===== src/rtl/sad_pkg.sv =====
// Shared types, width helpers and constants for the block-level SAD search.
package sad_pkg;

    typedef logic [1:0] state_t;

    localparam state_t ST_IDLE  = 2'd0;
    localparam state_t ST_ACCUM = 2'd1;
    localparam state_t ST_DONE  = 2'd2;

    // Wide enough for any ACC_W this block can derive; sliced down at use.
    localparam logic [31:0] BEST_SAD_INIT = 32'hFFFF_FFFF;

    function automatic int acc_width(input int in_w, input int blk_len);
        return in_w + $clog2(blk_len);
    endfunction

    function automatic int idx_width(input int num_cand);
        return (num_cand > 1) ? $clog2(num_cand) : 1;
    endfunction

endpackage


===== src/rtl/sad_block_search_if.sv =====
// Stream, block-strobe and result signals between sad_block_search and its neighbours.
interface sad_block_search_if #(
    parameter int IN_W  = 3,
    parameter int ACC_W = sad_pkg::acc_width(3, 16),
    parameter int IDX_W = sad_pkg::idx_width(8)
);
    logic             start;
    logic             busy;
    logic             in_valid;
    logic             in_ready;
    logic [IN_W-1:0]  in_sad;
    logic             blk_valid;
    logic [ACC_W-1:0] blk_sad;
    logic             out_valid;
    logic             out_ready;
    logic [ACC_W-1:0] out_min_sad;
    logic [IDX_W-1:0] out_best_idx;

    modport slave (
        input  start, in_valid, in_sad, out_ready,
        output busy, in_ready, blk_valid, blk_sad, out_valid, out_min_sad, out_best_idx
    );

    modport master (
        output start, in_valid, in_sad, out_ready,
        input  busy, in_ready, blk_valid, blk_sad, out_valid, out_min_sad, out_best_idx
    );
endinterface


===== src/rtl/sad_min_tracker.sv =====
// Running minimum of block SADs; strict less-than so ties keep the earlier index.
module sad_min_tracker
    import sad_pkg::*;
#(
    parameter int ACC_W = 7,
    parameter int IDX_W = 3
) (
    input  logic             clk,
    input  logic             rst,
    input  logic             clr,
    input  logic             upd,
    input  logic [ACC_W-1:0] sum,
    input  logic [IDX_W-1:0] idx,
    output logic [ACC_W-1:0] best_sad_nxt,
    output logic [IDX_W-1:0] best_idx_nxt
);
    logic [ACC_W-1:0] best_sad_q, best_sad_d;
    logic [IDX_W-1:0] best_idx_q, best_idx_d;

    always_comb begin
        best_sad_d = best_sad_q;
        best_idx_d = best_idx_q;
        if (clr) begin
            best_sad_d = BEST_SAD_INIT[ACC_W-1:0];
            best_idx_d = {IDX_W{1'b0}};
        end else if (upd && (sum < best_sad_q)) begin
            best_sad_d = sum;
            best_idx_d = idx;
        end else begin
            best_sad_d = best_sad_q;
            best_idx_d = best_idx_q;
        end
    end

    always_ff @(posedge clk) begin
        if (rst) begin
            best_sad_q <= {ACC_W{1'b0}};
            best_idx_q <= {IDX_W{1'b0}};
        end else begin
            best_sad_q <= best_sad_d;
            best_idx_q <= best_idx_d;
        end
    end

    assign best_sad_nxt = best_sad_d;
    assign best_idx_nxt = best_idx_d;
endmodule


===== src/rtl/sad_block_search.sv =====
// Accumulates per-pixel SADs into per-candidate block SADs and reports the best candidate.
module sad_block_search
    import sad_pkg::*;
#(
    parameter int IN_W     = 3,
    parameter int BLK_LEN  = 16,
    parameter int NUM_CAND = 8
) (
    input logic               clk,
    input logic               rst,
    sad_block_search_if.slave bus
);
    localparam int ACC_W = acc_width(IN_W, BLK_LEN);
    localparam int IDX_W = idx_width(NUM_CAND);
    localparam int SC_W  = $clog2(BLK_LEN);

    state_t           state_q, state_d;
    logic [SC_W-1:0]  sample_cnt_q, sample_cnt_d;
    logic [IDX_W-1:0] cand_cnt_q, cand_cnt_d;
    logic [ACC_W-1:0] acc_q, acc_d;
    logic             blk_valid_q, blk_valid_d;
    logic [ACC_W-1:0] blk_sad_q, blk_sad_d;
    logic [ACC_W-1:0] out_min_sad_q, out_min_sad_d;
    logic [IDX_W-1:0] out_best_idx_q, out_best_idx_d;

    logic             hs_s, blk_end_s, last_s, clr_s;
    logic [ACC_W-1:0] sum_s, trk_sad_s;
    logic [IDX_W-1:0] trk_idx_s;

    assign hs_s      = (state_q == ST_ACCUM) && bus.in_valid;
    assign sum_s     = acc_q + {{(ACC_W-IN_W){1'b0}}, bus.in_sad};
    assign blk_end_s = hs_s && (sample_cnt_q == SC_W'(BLK_LEN - 1));
    assign last_s    = blk_end_s && (cand_cnt_q == IDX_W'(NUM_CAND - 1));
    assign clr_s     = (state_q == ST_IDLE) && bus.start;

    sad_min_tracker #(.ACC_W(ACC_W), .IDX_W(IDX_W)) u_min (
        .clk          (clk),
        .rst          (rst),
        .clr          (clr_s),
        .upd          (blk_end_s),
        .sum          (sum_s),
        .idx          (cand_cnt_q),
        .best_sad_nxt (trk_sad_s),
        .best_idx_nxt (trk_idx_s)
    );

    always_comb begin
        state_d        = state_q;
        sample_cnt_d   = sample_cnt_q;
        cand_cnt_d     = cand_cnt_q;
        acc_d          = acc_q;
        blk_valid_d    = 1'b0;
        blk_sad_d      = blk_sad_q;
        out_min_sad_d  = out_min_sad_q;
        out_best_idx_d = out_best_idx_q;
        case (state_q)
            ST_IDLE: begin
                if (bus.start) begin
                    state_d      = ST_ACCUM;
                    sample_cnt_d = {SC_W{1'b0}};
                    cand_cnt_d   = {IDX_W{1'b0}};
                    acc_d        = {ACC_W{1'b0}};
                end else begin
                    state_d = ST_IDLE;
                end
            end
            ST_ACCUM: begin
                if (blk_end_s) begin
                    acc_d        = {ACC_W{1'b0}};
                    sample_cnt_d = {SC_W{1'b0}};
                    blk_valid_d  = 1'b1;
                    blk_sad_d    = sum_s;
                    // Result registers take the tracker's post-update value so they are
                    // already correct on the first DONE cycle.
                    if (last_s) begin
                        state_d        = ST_DONE;
                        out_min_sad_d  = trk_sad_s;
                        out_best_idx_d = trk_idx_s;
                    end else begin
                        cand_cnt_d = cand_cnt_q + IDX_W'(1);
                    end
                end else if (hs_s) begin
                    acc_d        = sum_s;
                    sample_cnt_d = sample_cnt_q + SC_W'(1);
                end else begin
                    acc_d = acc_q;
                end
            end
            ST_DONE: begin
                if (bus.out_ready) begin
                    state_d = ST_IDLE;
                end else begin
                    state_d = ST_DONE;
                end
            end
            default: state_d = ST_IDLE;
        endcase
    end

    always_ff @(posedge clk) begin
        if (rst) begin
            state_q        <= ST_IDLE;
            sample_cnt_q   <= {SC_W{1'b0}};
            cand_cnt_q     <= {IDX_W{1'b0}};
            acc_q          <= {ACC_W{1'b0}};
            blk_valid_q    <= 1'b0;
            blk_sad_q      <= {ACC_W{1'b0}};
            out_min_sad_q  <= {ACC_W{1'b0}};
            out_best_idx_q <= {IDX_W{1'b0}};
        end else begin
            state_q        <= state_d;
            sample_cnt_q   <= sample_cnt_d;
            cand_cnt_q     <= cand_cnt_d;
            acc_q          <= acc_d;
            blk_valid_q    <= blk_valid_d;
            blk_sad_q      <= blk_sad_d;
            out_min_sad_q  <= out_min_sad_d;
            out_best_idx_q <= out_best_idx_d;
        end
    end

    assign bus.in_ready     = (state_q == ST_ACCUM);
    assign bus.out_valid    = (state_q == ST_DONE);
    assign bus.busy         = (state_q != ST_IDLE);
    assign bus.blk_valid    = blk_valid_q;
    assign bus.blk_sad      = blk_sad_q;
    assign bus.out_min_sad  = out_min_sad_q;
    assign bus.out_best_idx = out_best_idx_q;
endmodule

===== src/flat_wrapper.sv =====
// flat-port wrapper written by rule: the top's interface ports become plain ports
module sad_block_search_flat import sad_pkg::*;
#(
    parameter int IN_W     = 3,
    parameter int BLK_LEN  = 16,
    parameter int NUM_CAND = 8
)
  (clk, rst, bus_start, bus_in_valid, bus_in_sad, bus_out_ready, bus_busy, bus_in_ready, bus_blk_valid, bus_blk_sad, bus_out_valid, bus_out_min_sad, bus_out_best_idx);
  sad_block_search_if #(.IN_W(IN_W)) bus_i ();
  input logic clk;
  input logic rst;
  input wire logic [$bits(bus_i.start)-1:0] bus_start;
  input wire logic [$bits(bus_i.in_valid)-1:0] bus_in_valid;
  input wire logic [$bits(bus_i.in_sad)-1:0] bus_in_sad;
  input wire logic [$bits(bus_i.out_ready)-1:0] bus_out_ready;
  output wire logic [$bits(bus_i.busy)-1:0] bus_busy;
  output wire logic [$bits(bus_i.in_ready)-1:0] bus_in_ready;
  output wire logic [$bits(bus_i.blk_valid)-1:0] bus_blk_valid;
  output wire logic [$bits(bus_i.blk_sad)-1:0] bus_blk_sad;
  output wire logic [$bits(bus_i.out_valid)-1:0] bus_out_valid;
  output wire logic [$bits(bus_i.out_min_sad)-1:0] bus_out_min_sad;
  output wire logic [$bits(bus_i.out_best_idx)-1:0] bus_out_best_idx;
  assign bus_i.start = bus_start;
  assign bus_i.in_valid = bus_in_valid;
  assign bus_i.in_sad = bus_in_sad;
  assign bus_i.out_ready = bus_out_ready;
  assign bus_busy = bus_i.busy;
  assign bus_in_ready = bus_i.in_ready;
  assign bus_blk_valid = bus_i.blk_valid;
  assign bus_blk_sad = bus_i.blk_sad;
  assign bus_out_valid = bus_i.out_valid;
  assign bus_out_min_sad = bus_i.out_min_sad;
  assign bus_out_best_idx = bus_i.out_best_idx;
  sad_block_search #(.IN_W(IN_W), .BLK_LEN(BLK_LEN), .NUM_CAND(NUM_CAND)) u_core (.clk(clk), .rst(rst), .bus(bus_i));
endmodule

===== config.mk =====
export PLATFORM = sky130hd
export DESIGN_NAME = sad_block_search_flat
export DESIGN_NICKNAME = d
export VERILOG_FILES = /design/src/rtl/sad_pkg.sv /design/src/rtl/sad_block_search_if.sv /design/src/rtl/sad_min_tracker.sv /design/src/rtl/sad_block_search.sv /design/src/flat_wrapper.sv
export SDC_FILE = /design/constraint.sdc
export NUM_CORES = 1
export LEC_CHECK = 0
export CORE_MARGIN = 2
export CORE_UTILIZATION = 59
export CTS_CLUSTER_DIAMETER = 120
export DETAILED_ROUTE_END_ITERATION = 10
export PLACE_DENSITY = 0.93
export SLEW_MARGIN = 5
export SYNTH_ARGS = -nofsm -noshare
export SYNTH_HDL_FRONTEND = slang
export SYNTH_HIERARCHICAL = 1
export SYNTH_SLANG_ARGS = --single-unit

===== constraint.sdc =====
create_clock -name clk -period 7.4 [get_ports clk]
set_input_delay 2.22 -clock clk [delete_from_list [all_inputs] [get_ports clk]]
set_output_delay 2.22 -clock clk [all_outputs]
set_load 0.05 [all_outputs]

==> impl_metrics.toml, run 1 <==
[status]
run_status = "finished, final reports clean"

[sta]
final_max_slew_viol_count = 0
fin_crit_ns = 5.06
clock_skew_ns = 0.00760
fin_crit_sh_pct = 68.3
rsz0062_at_grt = "no"
tightest_slew_ns = 1.16
hold_viol_final = 0
maxSlewHeadroom_pct = 22.2
fmax_mhz = 198
finalSetupViolCount = 0
tns_ns = 0

[cells_and_area]
area_delta_synth_final_pct = 17.8
antenna-diode-count = 0
finalNetCount = 295
drive_gt1_share_pct = 12.0

[floorplanning]
die_x_um = 65.3
die-area_um2 = 4270
start_util_pct = 61.1
num_rows = 22
die_height_um = 65.3
io_pins = 29
coreArea_um2 = 3630

[pwr]
swShare_pct = 26.0
ir_drop_uv = 123
p_clk_share_pct = 38.1
finalPower_mw = 0.490
p_comb_share_pct = 11.8
p_seq_share_pct = 50.1
p_switching_mw = 0.128
power_leakage_nw = 1.04
internal_power_mw = 0.362
p_per_area_nw_per_um2 = 187

[clock_network]
cts_max_level = 2
root_buffer = "clkbuf_8"
post_cts_resize_count = 0
cts.sinks = 44
clockBufferDepth = 2
cts_tree = "yes"
path_clk_slew_ns = 0.09
cts-hold-fix-buffers = 0
clock_latency_ns = 0.31
cts_setup_buffers = 0
cts_buffers = 5

[critical_path]
crit_path_end_kind = "flop"
crit_arrival_ns = 5.29
cp-start-kind = "input pin"
critPathMaxFanout = 7
worstSetupPathType = "in -> reg"
worstPathRequired_ns = 7.64

[synthesis]
synth_top_area_share_pct = 39.7
async_reset_ff_share_pct = 0
syn_area_per_cell_um2 = 8.91
yosysTopAreaCell = "dfxtp_1"
ys_warn_count = 6
yosysMostFrequentCell = "dfxtp_1"
ys_ff_latch = 44
ys_seq_area_share_pct = 39.7
ys_types = 56
synth_ff_type = "dfxtp_1"
synth_edf_count = 0
synthTopCellsByCount = "44 x dfxtp_1, 34 x a21oi_1, 33 x nand2_1"
netlist_area_um2 = 2220
synth_nets = 270
netlist_instances = 249
netlist_top_cells_area = "dfxtp_1 40%, a21oi_1 7.7%, ha_1 6.8%"

[detailed_routing]
vias = 1879
drtIter0Drc = 119
drt_wl_total_um = 4740
drc_errors = 0
dr.pass1.iters = 4
ant_nets = 0
vias_per_cell = 5.82
routedWlPerCell_um = 14.7

[placed_design]
dp_hpwl_um = 3230
portBuffers = 28
place.gp.congestion = 0.862

[grt]
grt_pass1_wl_um = 8190
globalRouteOverflowTotal = 0
track_usage_pct = 24.7
antenna_found_initial = 0
grt_max_degree = 43
grt_pass1_vias = 1831

[min_path]
min_path_type = "reg -> reg"

[flow_run]
maxCapViolCount = 0
==> final timing paths <==
check                                                 to                                   start  slack [ns]  depth (start not counted)
hold reg to reg   u_core/bus.out_min_sad[2]$_SDFFE_PP0P_  u_core/bus.out_min_sad[2]$_SDFFE_PP0P_        0.46                          2
hold / removal    u_core/bus.out_min_sad[2]$_SDFFE_PP0P_  u_core/bus.out_min_sad[2]$_SDFFE_PP0P_        0.46                          2
setup / recovery  u_core/bus.out_min_sad[6]$_SDFFE_PP0P_                           bus_in_sad[0]        2.35                         14
setup reg to reg  u_core/bus.out_min_sad[6]$_SDFFE_PP0P_            u_core/acc_q[0]$_SDFFE_PP0P_        4.38                         13
==> layout make-up <==
cell class / instances / area (um^2)
multi-input combinational: 182 / 1230
timing repair buffer: 29 / 288
tap: 48 / 60.1
fill: 289 / 1020
clock buffer: 5 / 68.8
sequential: 44 / 881
inverter: 12 / 45.0
clock inverter: 3 / 42.5
==> cells in the final DEF, fill, tap and decap left out, types with 4 or more instances in the layout <==
cell,count
o311a_1,4
a21oi_1,34
inv_1,11
nand2_1,33
clkdlybuf4s50_1,28
nor3_1,5
dfxtp_1,44
o21ai_0,5
mux2i_1,5
clkbuf_8,5
nor2_1,15
nand3_1,13
ha_1,12
==> metrics by stage <==
stage	instance area [um^2]	std cells	worst slack [ns]	utilization, %	hold slack, ns
5_1_grt	2620	323	2.14	72.0	0.489
4_1_cts	2620	323	2.36	72.0	0.461
3_3_place_gp	2500	315	2.16	68.9	0.444
3_5_place_dp	2500	315	2.08	68.9	0.449
6_report	2620	323	2.35	72.0	0.459
2_1_floorplan	2220	249	2.76	-	0.449
==> layer usage <==
layer	wire length, um	global-route usage [%]	up-vias
li1	-	-	930
met1	2130	30.4	892
met2	2330	42.7	49
met3	209	5.14	8
met4	70	8.85	0
met5	0	0	-
==> worst max-delay path, stage by stage <==
cell             delay [ns]
clkdlybuf4s50_1        0.41
ha_1                   0.25
fa_1                   0.42
a21o_2                 0.26
nand2_1                0.10
xnor2_1                0.18
ha_1                   0.31
a21oi_1                0.17
o2111a_1               0.26
o21a_2                 0.24
a21oi_1                0.11
nand2_1                0.13
nand3_1                0.08
a21oi_1                0.15
==> kinds of logic after synthesis <==
logic type,after synthesis,synth area share (%)
buffers and inverters,23,4.90
and+or+nand+nor,92,22.6
DFF,44,39.7
AOI/OAI and AO/OA,67,20.9
adders and majority gates,13,7.67
xor gates and xnor gates,5,1.97
muxes,5,2.25
==> flip-flops by register name, summed over array words and instances (netlist names) <==
name,flops
u_core/sample_cnt_q,4
u_core/state_q,2
u_core/u_min/best_idx_q,3
u_core/acc_q,7
u_core/u_min/best_sad_q,7
u_core/bus.out_min_sad,7
u_core/bus.out_best_idx,3
u_core/bus.blk_sad,7
u_core/bus.blk_valid,1
u_core/cand_cnt_q,3
==> power groups by stage <==
stage / sequential [mW] / combinational [mW] / clock, mW
finish: 0.245 / 0.0577 / 0.186
CTS: 0.245 / 0.0571 / 0.188
detailed placement: 0.251 / 0.0565 / 0
global route: 0.246 / 0.0637 / 0.198
floorplan: 0.250 / 0.0432 / 0
global placement: 0.251 / 0.0549 / 0
No activity file was read; power rests on OpenSTA's default activity.
==> inputs of run 2 (changes only) <==
Settings changed: CORE_UTILIZATION 59 to 54, PLACE_DENSITY 0.93 to 0.86.
Clock period 7.4 ns to 5.29 ns, I/O delays scaled along.
==> run 2 against run 1 <==
Net effect:
- first-iteration DRC count down 8.4%
- via count down 1.5%
- wire length down 1.6%
- sequential cell count unchanged
- design area down 0.14%
- clock skew down 0.0030 ns
==> impl_metrics.toml, run 2 (same netlist as run 1, synthesis figures left out) <==
[sta]
tns_ns = 0
setup_ws_ns = 0.886
fin_crit_sh_pct = 83.2
timing.hold.ws_ns = 0.456
clock_skew_ns = 0.00458
rsz0062_at_grt = "no"
fin_crit_ns = 4.40
tightest_slew_ns = 0.986
final_max_slew_viol_count = 0
maxSlewHeadroom_pct = 34.0
finalSetupViolCount = 0
fmax_mhz = 227
hold_viol_final = 0

[cells_and_area]
finish.utilization_pct = 65.8
layout_common_cells = "44 x dfxtp_1, 34 x a21oi_1, 33 x nand2_1, 28 x clkdlybuf4s50_1, 15 x nor2_1"
multi_input_area_um2 = 1230
mostFrequentLayoutCell = "dfxtp_1"
drive_gt1_share_pct = 11.9
antenna-diode-count = 0
finalNetCount = 297
area_delta_synth_final_pct = 17.6
fillers = 350
seq_area_um2 = 881

[detailed_routing]
dr.pass1.iters = 4
routedWlPerCell_um = 14.3
drt_wl_total_um = 4670
vias_per_cell = 5.66
drc_errors = 0
drtIter0Drc = 109
ant_nets = 0
vias = 1851

[grt]
grt_pass1_vias = 1795
grt_pass1_wl_um = 8120
grt_max_degree = 28
use_met3_pct = 6.09
track_usage_pct = 23.5
grt.busiest_layer = "met2"
grt_use_met2_pct = 39.3
antenna_found_initial = 0
globalRouteOverflowTotal = 0
met1_usage_pct = 28.5

[clock_network]
cts.sinks = 44
clockBufferDepth = 2
post_cts_resize_count = 0
path_clk_slew_ns = 0.08
root_buffer = "clkbuf_8"
cts_buffers = 5
cts-hold-fix-buffers = 0
cts_setup_buffers = 0
cts_tree = "yes"
cts_max_level = 2
clock_latency_ns = 0.30

[floorplanning]
io_pins = 29
start_util_pct = 55.9
num_rows = 23
die-area_um2 = 4640
die_height_um = 68.1
die_x_um = 68.1
coreArea_um2 = 3970

[critical_path]
worstPathRequired_ns = 5.44
worstSetupPathType = "in -> reg"
r2r_cells = 12
crit_arrival_ns = 4.55
crit_path_end_kind = "flop"
critPathMaxFanout = 10
cp-start-kind = "input pin"

[pwr]
ir_drop_uv = 140
p_per_area_nw_per_um2 = 246
power_leakage_nw = 1.05

[min_path]
min_path_type = "reg -> reg"
whs_path_depth = 2

[placed_design]
portBuffers = 28
dp_hpwl_um = 3400
place.gp.congestion = 0.788
dp_worst_setup_slack_ns = 0.576

[status]
run_status = "finished, final reports clean"

[flow_run]
maxCapViolCount = 0
[run 2: cell type report]
class | count | area share (%)
clock buffers | 8 | 3.45
inverters | 12 | 1.72
multi-input cells | 182 | 47.1
flip-flops and latches | 44 | 33.7
well taps | 50 | 2.40
repair buffers | 31 | 11.6
[run 2: power by group]
group	internal (mW)	switching, mW
Clock	0.106	0.110
Combinational	0.0307	0.0516
Sequential	0.338	0.00559
Total	0.475	0.167
[run 2: critical path, cell delays in order]
cell             delay, ns
clkdlybuf4s50_1       0.41
ha_1                  0.25
fa_1                  0.41
a21o_2                0.25
nand4_2               0.12
xnor2_1               0.12
ha_1                  0.34
nand4_1               0.18
o21ai_4               0.34
mux2i_1               0.33
nor2_1                0.07
nand3_1               0.08
a21oi_1               0.07
[run 2: per-layer routing]
metal	up-vias	routed length (um)
li1	935	-
met1	857	2090
met2	52	2230
met3	7	262
met4	0	84
met5	-	0
[run 2: final timing paths]
check	from	end	slack, ns
hold reg to reg	u_core/bus.out_min_sad[4]$_SDFFE_PP0P_	u_core/bus.out_min_sad[4]$_SDFFE_PP0P_	0.46
setup / recovery	bus_in_sad[0]	u_core/bus.out_best_idx[2]$_SDFFE_PP0P_	0.89
setup reg to reg	u_core/acc_q[0]$_SDFFE_PP0P_	u_core/bus.out_best_idx[2]$_SDFFE_PP0P_	2.28
hold / removal	u_core/bus.out_min_sad[4]$_SDFFE_PP0P_	u_core/bus.out_min_sad[4]$_SDFFE_PP0P_	0.46
[run 2: stage by stage]
step | power [mW] | cells | area (um^2)
floorplan | 0.410 | 249 | 2220
finish | 0.642 | 327 | 2610
global placement | 0.430 | 319 | 2520
detailed placement | 0.433 | 319 | 2520
CTS | 0.648 | 327 | 2610
global route | 0.670 | 327 | 2610
